### config.mk
export PLATFORM = sky130hd
export DESIGN_NAME = sta_tile_ctrl
export DESIGN_NICKNAME = d
export VERILOG_FILES = /design/src/rtl/sta_ctrl_pkg.sv /design/src/rtl/sta_skew_line.sv /design/src/rtl/sta_tile_ctrl.sv
export SDC_FILE = /design/constraint.sdc
export NUM_CORES = 1
export LEC_CHECK = 0
export BUFFER_PORTS_ARGS = -buffer_cell sky130_fd_sc_hd__buf_2
export CAP_MARGIN = 20
export CORE_MARGIN = 2
export CORE_UTILIZATION = 35
export DETAILED_ROUTE_END_ITERATION = 16
export PLACE_DENSITY = 0.58
export SYNTH_ARGS = -nofsm -noshare
export SYNTH_HDL_FRONTEND = slang
export SYNTH_SLANG_ARGS = --single-unit
export TNS_END_PERCENT = 20
### constraint.sdc
create_clock -name clk_i -period 2.5 [get_ports clk_i]
set_input_delay 0.5 -clock clk_i [delete_from_list [all_inputs] [get_ports clk_i]]
set_output_delay 0.5 -clock clk_i [all_outputs]
set_load 0.02 [all_outputs]
### src/rtl/sta_ctrl_pkg.sv
`default_nettype none
// ============================================================================
//  Module   : sta_ctrl_pkg
//  Purpose  : Shared types and helpers for the systolic tensor array tile
//             sequencer: FSM state encoding, drain-length helper and the
//             default per-hop PE latency.
//  Ports    : none (package)
//  Revision : 1.0 - initial release
// ============================================================================
package sta_ctrl_pkg;

  // Default number of cycles an operand takes to hop from one PE to the next.
  localparam int STA_PE_LATENCY_DEFAULT = 4;

  typedef enum logic [2:0] {
    ST_IDLE   = 3'd0,
    ST_CLEAR  = 3'd1,
    ST_FEED   = 3'd2,
    ST_DRAIN  = 3'd3,
    ST_OUTPUT = 3'd4,
    ST_DONE   = 3'd5
  } sta_ctrl_state_t;

  // Cycles from the last feed beat until PE(M-1,N-1) holds its final sum:
  // the worst-case skew plus the propagation across the array diagonal.
  function automatic int drain_cycles(input int m, input int n, input int pe_latency);
    return (m + n - 1) * pe_latency;
  endfunction

endpackage : sta_ctrl_pkg
`default_nettype wire

### src/rtl/sta_skew_line.sv
`default_nettype none
// ============================================================================
//  Module   : sta_skew_line
//  Purpose  : Delay line that turns a single feed enable into a set of
//             enables staggered by PE_LATENCY cycles each. Tap 0 is the input
//             itself (no delay); tap t is the input delayed t*PE_LATENCY.
//  Ports    :
//    clk_i     in   1      clock, rising edge
//    reset_ni  in   1      asynchronous active-low clear of the line
//    in_i      in   1      enable to be skewed
//    taps_o    out  TAPS   skewed copies of in_i
//  Revision : 1.0 - initial release
// ============================================================================
module sta_skew_line #(
  parameter int TAPS       = 2,
  parameter int PE_LATENCY = 4
) (
  input  logic            clk_i,
  input  logic            reset_ni,
  input  logic            in_i,
  output logic [TAPS-1:0] taps_o
);

  // Number of positions on the line, position 0 being the undelayed input.
  localparam int c_DEPTH = (TAPS - 1) * PE_LATENCY + 1;

  logic [c_DEPTH-1:0] w_line;

  assign w_line[0] = in_i;

  generate
    if (c_DEPTH > 1) begin : g_regs
      logic [c_DEPTH-1:1] r_sr;

      always_ff @(posedge clk_i or negedge reset_ni) begin
        if (!reset_ni) begin
          r_sr <= '0;
        end else begin
          r_sr[1] <= in_i;
          for (int i = 2; i < c_DEPTH; i++) begin
            r_sr[i] <= r_sr[i-1];
          end
        end
      end

      assign w_line[c_DEPTH-1:1] = r_sr;
    end
  endgenerate

  generate
    for (genvar t = 0; t < TAPS; t++) begin : g_taps
      assign taps_o[t] = w_line[t*PE_LATENCY];
    end
  endgenerate

endmodule : sta_skew_line
`default_nettype wire

### src/rtl/sta_tile_ctrl.sv
`default_nettype none
// ============================================================================
//  Module   : sta_tile_ctrl
//  Purpose  : Job sequencer for an MxN systolic tensor array. For each job it
//             clears the accumulators, streams K operand vectors with skewed
//             per-row / per-column enables, waits for the array to drain and
//             then walks the MxN results out over a valid/ready handshake.
//  Options  : STA_TILE_CTRL_PERF_EN - adds perf_cycles_o, the number of busy
//             cycles of the current (or most recent) job.
//  Ports    :
//    clk_i          in   1           clock, rising edge
//    reset_ni       in   1           asynchronous active-low reset
//    start_i        in   1           job request, honoured only when idle
//    k_steps_i      in   K_WIDTH     reduction length, latched with start_i
//    busy_o         out  1           job in progress
//    done_o         out  1           one-cycle end-of-job pulse
//    acc_clear_o    out  1           accumulator clear pulse
//    feed_en_o      out  1           operand buffer read enable
//    feed_addr_o    out  ADDR_WIDTH  operand buffer read address
//    data_en_o      out  N           per-column skewed data enable
//    weight_en_o    out  M           per-row skewed weight enable
//    res_valid_o    out  1           result select valid
//    res_ready_i    in   1           consumer accepts result
//    res_row_o      out  clog2(M)    result row index
//    res_col_o      out  clog2(N)    result column index
//    perf_cycles_o  out  32          busy cycle count (option only)
//  Revision : 1.0 - initial release
// ============================================================================
module sta_tile_ctrl
  import sta_ctrl_pkg::*;
#(
  parameter int N          = 2,
  parameter int M          = 2,
  parameter int PE_LATENCY = STA_PE_LATENCY_DEFAULT,
  parameter int K_WIDTH    = 8,
  parameter int ADDR_WIDTH = 10
) (
  input  logic                                 clk_i,
  input  logic                                 reset_ni,
  input  logic                                 start_i,
  input  logic [K_WIDTH-1:0]                   k_steps_i,
  output logic                                 busy_o,
  output logic                                 done_o,
  output logic                                 acc_clear_o,
  output logic                                 feed_en_o,
  output logic [ADDR_WIDTH-1:0]                feed_addr_o,
  output logic [N-1:0]                         data_en_o,
  output logic [M-1:0]                         weight_en_o,
  output logic                                 res_valid_o,
  input  logic                                 res_ready_i,
  output logic [((M > 1) ? $clog2(M) : 1)-1:0] res_row_o,
  output logic [((N > 1) ? $clog2(N) : 1)-1:0] res_col_o
`ifdef STA_TILE_CTRL_PERF_EN
  ,
  output logic [31:0]                          perf_cycles_o
`endif
);

  localparam int c_ROW_W        = (M > 1) ? $clog2(M) : 1;
  localparam int c_COL_W        = (N > 1) ? $clog2(N) : 1;
  localparam int c_DRAIN_CYCLES = drain_cycles(M, N, PE_LATENCY);
  localparam int c_DRAIN_W      = $clog2(c_DRAIN_CYCLES + 1);
  // One counter serves both FEED and DRAIN, so it must fit either range.
  localparam int c_CNT_W        = (K_WIDTH > c_DRAIN_W) ? K_WIDTH : c_DRAIN_W;
  localparam int c_TAPS         = (M > N) ? M : N;

  localparam logic [c_CNT_W-1:0] c_DRAIN_LAST = c_CNT_W'(c_DRAIN_CYCLES - 1);
  localparam logic [c_ROW_W-1:0] c_ROW_LAST   = c_ROW_W'(M - 1);
  localparam logic [c_COL_W-1:0] c_COL_LAST   = c_COL_W'(N - 1);

  sta_ctrl_state_t     r_state, w_nxt_state;
  logic [c_CNT_W-1:0]  r_cnt, w_nxt_cnt;
  logic [K_WIDTH-1:0]  r_k, w_nxt_k;
  logic [c_ROW_W-1:0]  r_row, w_nxt_row;
  logic [c_COL_W-1:0]  r_col, w_nxt_col;
  logic                w_accept;
  logic [c_CNT_W-1:0]  w_k_last;

  logic                r_busy;
  logic                r_done;
  logic                r_acc_clear;
  logic                r_feed_en;
  logic [ADDR_WIDTH-1:0] r_feed_addr;
  logic                r_res_valid;
  logic [c_TAPS-1:0]   w_taps;

  // r_k is never zero while in FEED, so this subtraction cannot underflow there.
  assign w_k_last = c_CNT_W'(r_k) - c_CNT_W'(1);

  // --------------------------------------------------------------------------
  // Next-state logic
  // --------------------------------------------------------------------------
  always_comb begin
    w_nxt_state = r_state;
    w_nxt_cnt   = r_cnt;
    w_nxt_k     = r_k;
    w_nxt_row   = r_row;
    w_nxt_col   = r_col;
    w_accept    = 1'b0;

    case (r_state)
      ST_IDLE: begin
        if (start_i) begin
          w_accept = 1'b1;
          if (k_steps_i != '0) begin
            w_nxt_k     = k_steps_i;
            w_nxt_cnt   = '0;
            w_nxt_state = ST_CLEAR;
          end else begin
            w_nxt_state = ST_DONE;
          end
        end
      end

      ST_CLEAR: begin
        w_nxt_cnt   = '0;
        w_nxt_state = ST_FEED;
      end

      ST_FEED: begin
        if (r_cnt == w_k_last) begin
          w_nxt_cnt   = '0;
          w_nxt_state = ST_DRAIN;
        end else begin
          w_nxt_cnt = r_cnt + c_CNT_W'(1);
        end
      end

      ST_DRAIN: begin
        if (r_cnt == c_DRAIN_LAST) begin
          w_nxt_cnt   = '0;
          w_nxt_state = ST_OUTPUT;
        end else begin
          w_nxt_cnt = r_cnt + c_CNT_W'(1);
        end
      end

      ST_OUTPUT: begin
        // Row-major walk; indices wrap to 0 on the final beat so that they
        // read 0 again whenever no result is being offered.
        if (r_res_valid && res_ready_i) begin
          if (r_col == c_COL_LAST) begin
            w_nxt_col = '0;
            if (r_row == c_ROW_LAST) begin
              w_nxt_row   = '0;
              w_nxt_state = ST_DONE;
            end else begin
              w_nxt_row = r_row + c_ROW_W'(1);
            end
          end else begin
            w_nxt_col = r_col + c_COL_W'(1);
          end
        end
      end

      ST_DONE: begin
        w_nxt_state = ST_IDLE;
      end

      default: begin
        w_nxt_state = ST_IDLE;
      end
    endcase
  end

  // --------------------------------------------------------------------------
  // State and registered outputs. Outputs are decoded from the next state so
  // they line up with the state they describe without any output-side logic.
  // --------------------------------------------------------------------------
  always_ff @(posedge clk_i or negedge reset_ni) begin
    if (!reset_ni) begin
      r_state     <= ST_IDLE;
      r_cnt       <= '0;
      r_k         <= '0;
      r_row       <= '0;
      r_col       <= '0;
      r_busy      <= 1'b0;
      r_done      <= 1'b0;
      r_acc_clear <= 1'b0;
      r_feed_en   <= 1'b0;
      r_feed_addr <= '0;
      r_res_valid <= 1'b0;
    end else begin
      r_state     <= w_nxt_state;
      r_cnt       <= w_nxt_cnt;
      r_k         <= w_nxt_k;
      r_row       <= w_nxt_row;
      r_col       <= w_nxt_col;
      r_busy      <= (w_nxt_state != ST_IDLE);
      r_done      <= (w_nxt_state == ST_DONE);
      r_acc_clear <= (w_nxt_state == ST_CLEAR);
      r_feed_en   <= (w_nxt_state == ST_FEED);
      r_feed_addr <= (w_nxt_state == ST_FEED) ? ADDR_WIDTH'(w_nxt_cnt) : '0;
      r_res_valid <= (w_nxt_state == ST_OUTPUT);
    end
  end

  // --------------------------------------------------------------------------
  // Skewed enables: tap t drives column t and row t.
  // --------------------------------------------------------------------------
  sta_skew_line #(
    .TAPS       (c_TAPS),
    .PE_LATENCY (PE_LATENCY)
  ) u_skew (
    .clk_i    (clk_i),
    .reset_ni (reset_ni),
    .in_i     (r_feed_en),
    .taps_o   (w_taps)
  );

  assign busy_o      = r_busy;
  assign done_o      = r_done;
  assign acc_clear_o = r_acc_clear;
  assign feed_en_o   = r_feed_en;
  assign feed_addr_o = r_feed_addr;
  assign data_en_o   = w_taps[N-1:0];
  assign weight_en_o = w_taps[M-1:0];
  assign res_valid_o = r_res_valid;
  assign res_row_o   = r_row;
  assign res_col_o   = r_col;

`ifdef STA_TILE_CTRL_PERF_EN
  logic [31:0] r_perf;

  always_ff @(posedge clk_i or negedge reset_ni) begin
    if (!reset_ni) begin
      r_perf <= '0;
    end else if (w_accept) begin
      r_perf <= '0;
    end else if (r_busy) begin
      r_perf <= r_perf + 32'd1;
    end
  end

  assign perf_cycles_o = r_perf;
`endif

endmodule : sta_tile_ctrl
`default_nettype wire

==> flow_summary.json <==
{
  "placed_cells": 268,
  "dp_slack_ns": 0.07175,
  "rsz0062_at_grt": "true",
  "cp_num_buf_inv": 1,
  "antenna_found_initial": 0,
  "synth_top_cell_by_area": "dfrtp_1",
  "worst_slew_pin_slew_ns": 0.8250,
  "ys_ff_latch": 38,
  "synth_area_leaders": "dfrtp_1 51%, xnor2_1 4.7%, mux2_2 4.2%",
  "crit_type": "reg2reg",
  "drcViolationCount": 0,
  "cts_hold_buf": 0,
  "async_reset_ff_share_pct": 100.0,
  "worstPathCellList": "or4_4, or3_4, a2111oi_4, buf_4, a31oi_4, a221o_1",
  "hold_path.class": "in2async",
  "grt_use_total_pct": 13.69,
  "clk_latency_ns": 0.29,
  "crit_required_ns": 2.67,
  "chipWidth_um": 77.30,
  "leakage_nw": 1.044,
  "post-cts-setup-buffers": 0,
  "area_growth_pct": 21.49,
  "multiInputGateArea_um2": 855.8,
  "relSlewSlack_pct": 45.00,
  "cpLargestDelayFamily": "simple AND/OR/NAND/NOR gates",
  "vias_per_cell": 4.902,
  "drt_pass1_iterations": 4,
  "worstSetupEndpointType": "register",
  "yosys_warnings": 0,
  "ys_seq_area_share_pct": 50.57,
  "holdWs_ns": 0.3042,
  "grt_pass1_wl_um": 6430,
  "cts_root_buf": "clkbuf_8",
  "cts_buffer_depth": 2,
  "overflow": 0,
  "layout-drive-gt1-share_pct": 33.50,
  "syn_inst": 167,
  "fin_crit_sh_pct": 98.31,
  "skew_ns": 0.007626,
  "cp_max_fo": 8,
  "synth_ff_type": "dfrtp_1",
  "final.setup.worst_slack_ns": 0.04220,
  "place_congestion": 0.7876,
  "powerDensity_nw_per_um2": 1217,
  "port-buffer-count": 30,
  "hold_violations": 0,
  "die_area_um2": 5975,
  "place_hpwl_um": 2704,
  "cap_violations": 0,
  "totalNegativeSetupSlack_ns": 0,
  "cpMaxStageDelayCell": "or4_4",
  "synth_area_um2": 1881,
  "n_antenna_cell": 0,
  "fp-row-count": 26,
  "avgSynthCellArea_um2": 11.26,
  "finalPower_mw": 2.780,
  "ff_latch_area_um2": 950.9,
  "nFillCells": 538,
  "antenna_left": 0,
  "yosysMostFrequentCell": "dfrtp_1",
  "slew_violations": 0,
  "fin_cells": 276,
  "fp.coreArea_um2": 5140,
  "post-route-min-period_ns": 2.458,
  "fin_nets": 219,
  "reg2reg_slack_ns": 0.04,
  "synthTopCellsByCount": "38 x dfrtp_1, 12 x nor2_1, 10 x xnor2_1",
  "tritoncts": "yes",
  "ys_types": 41,
  "synth-edff-count": 0,
  "finalSetupViolations": 0,
  "clock.fmax_mhz": 406.9,
  "cts_made_buffers": 5,
  "rr_worst_depth": 6,
  "arrival_ns": 2.63,
  "reg2reg_to": "r_cnt[2]",
  "routed_wl_um": 3644,
  "wl_per_cell_um": 13.20,
  "via_count": 1353,
  "timing.rr.start": "r_k[3]",
  "start_util_pct": 36.59,
  "drtIter0Drc": 92,
  "outcome": "completed",
  "grt_pass1_vias": 1311,
  "cts.sinks": 38,
  "max_stage_delay_ns": 0.55,
  "io_pins": 33,
  "cts_htree_levels": 2,
  "synth_top_area_share_pct": 50.57,
  "vdd_drop_max_mv": 0.4951,
  "grt_start_max_net_pins": 39,
  "critPathLaunchType": "register",
  "clk_pin_slew_ns": 0.08,
  "crit_cells": 6,
  "dieHeight_um": 77.30
}
-- through the flow --
step / util (%) / instance area, um^2
6_report: 44.45 / 2285
5_1_grt: 44.45 / 2285
4_1_cts: 44.35 / 2280
3_5_place_dp: 41.58 / 2137
3_3_place_gp: 41.58 / 2137
2_1_floorplan: - / 1884
-- layout make-up --
type / instances / share of cell area (%)
flip-flops and latches: 38 / 41.62
clock inverters: 2 / 2.629
clock buffers: 6 / 3.614
repair buffers: 40 / 9.858
multi-input cells: 114 / 37.46
well taps: 70 / 3.834
inverters: 6 / 0.9858
-- report_power, final --
group	switching, mW	internal [mW]	total [mW]	leakage [nW]
sequential	0.152	0.806	0.958	0.474
clock	0.216	0.426	0.642	0.0714
combinational	0.622	0.557	1.18	0.499
total	0.990	1.79	2.78	1.04
-- state kept, by name (all words and copies together), names as in the netlist --
name / cells
acc_clear_o: 1
done_o: 1
r_state: 3
u_skew.g_regs.r_sr: 4
res_row_o: 1
busy_o: 1
res_valid_o: 1
feed_en_o: 1
r_cnt: 8
r_k: 8
res_col_o: 1
feed_addr_o: 8
-- worst reg2reg max path: cells and delay by family (launching register included) --
kind                   cells  cell delay (ns)
AND/OR/NAND/NOR            2             0.94
AO/OA/AOI/OAI              3             0.79
flip-flops                 1             0.39
buffers and inverters      1             0.21
-- layout by cell type, fill, tap and decap left out, types with 3 or more instances in the layout --
cell,instances
a221o_1,4
and2_1,4
nor2b_1,4
mux2_2,7
nand2_1,9
a21oi_1,6
inv_1,6
a311oi_1,4
o21ai_0,6
nor2_1,12
dfrtp_1,38
nor3b_1,3
clkbuf_8,6
a22o_2,3
nand2b_1,3
or3_1,4
and3_1,3
buf_4,10
or2_2,3
xnor2_1,10
buf_2,30
or4_1,3
-- how the worst max path moves through the flow --
| stage | from | endpoint | slack, ns |
|---|---|---|---|
| 3_5_place_dp | r_k[0] | r_cnt[2] | 0.07 |
| 6_report | r_k[3] | r_cnt[2] | 0.04 |
| 4_1_cts | r_k[0] | r_cnt[2] | 0.05 |
| 2_1_floorplan | r_k[0] | r_cnt[2] | 0.04 |
| 3_3_place_gp | r_k[0] | r_cnt[5] | 0.10 |
| 5_1_grt | r_k[3] | r_cnt[3] | -0.02 |
-- cells by family after synthesis --
logic type | count (synthesis) | share of synthesized area, %
flops | 38 | 50.57
other cells | 1 | 0.1994
compound gates | 33 | 15.44
xor+xnor | 13 | 6.786
fa+ha+maj | 2 | 1.330
mux | 7 | 4.192
buf+inv | 16 | 4.391
simple gates | 57 | 17.10
-- layer usage --
metal / GRT usage [%] / up-vias / share of wire (%) / wire (um)
li1: - / 668 / - / -
met1: 18.04 / 644 / 47 / 1709
met2: 21.13 / 34 / 46 / 1693
met3: 3.765 / 7 / 4.8 / 176
met4: 5.893 / 0 / 1.8 / 65
met5: 0 / - / 0 / 0
-- repair_timing --
| action | 4_1_cts | 5_1_grt |
|---|---|---|
| endpoints found under the setup margin | 0 | 5 |
| gates resized for setup | 0 | 1 |
| hold endpoints to repair | 0 | 0 |
Power figures use the tool's default switching activity.
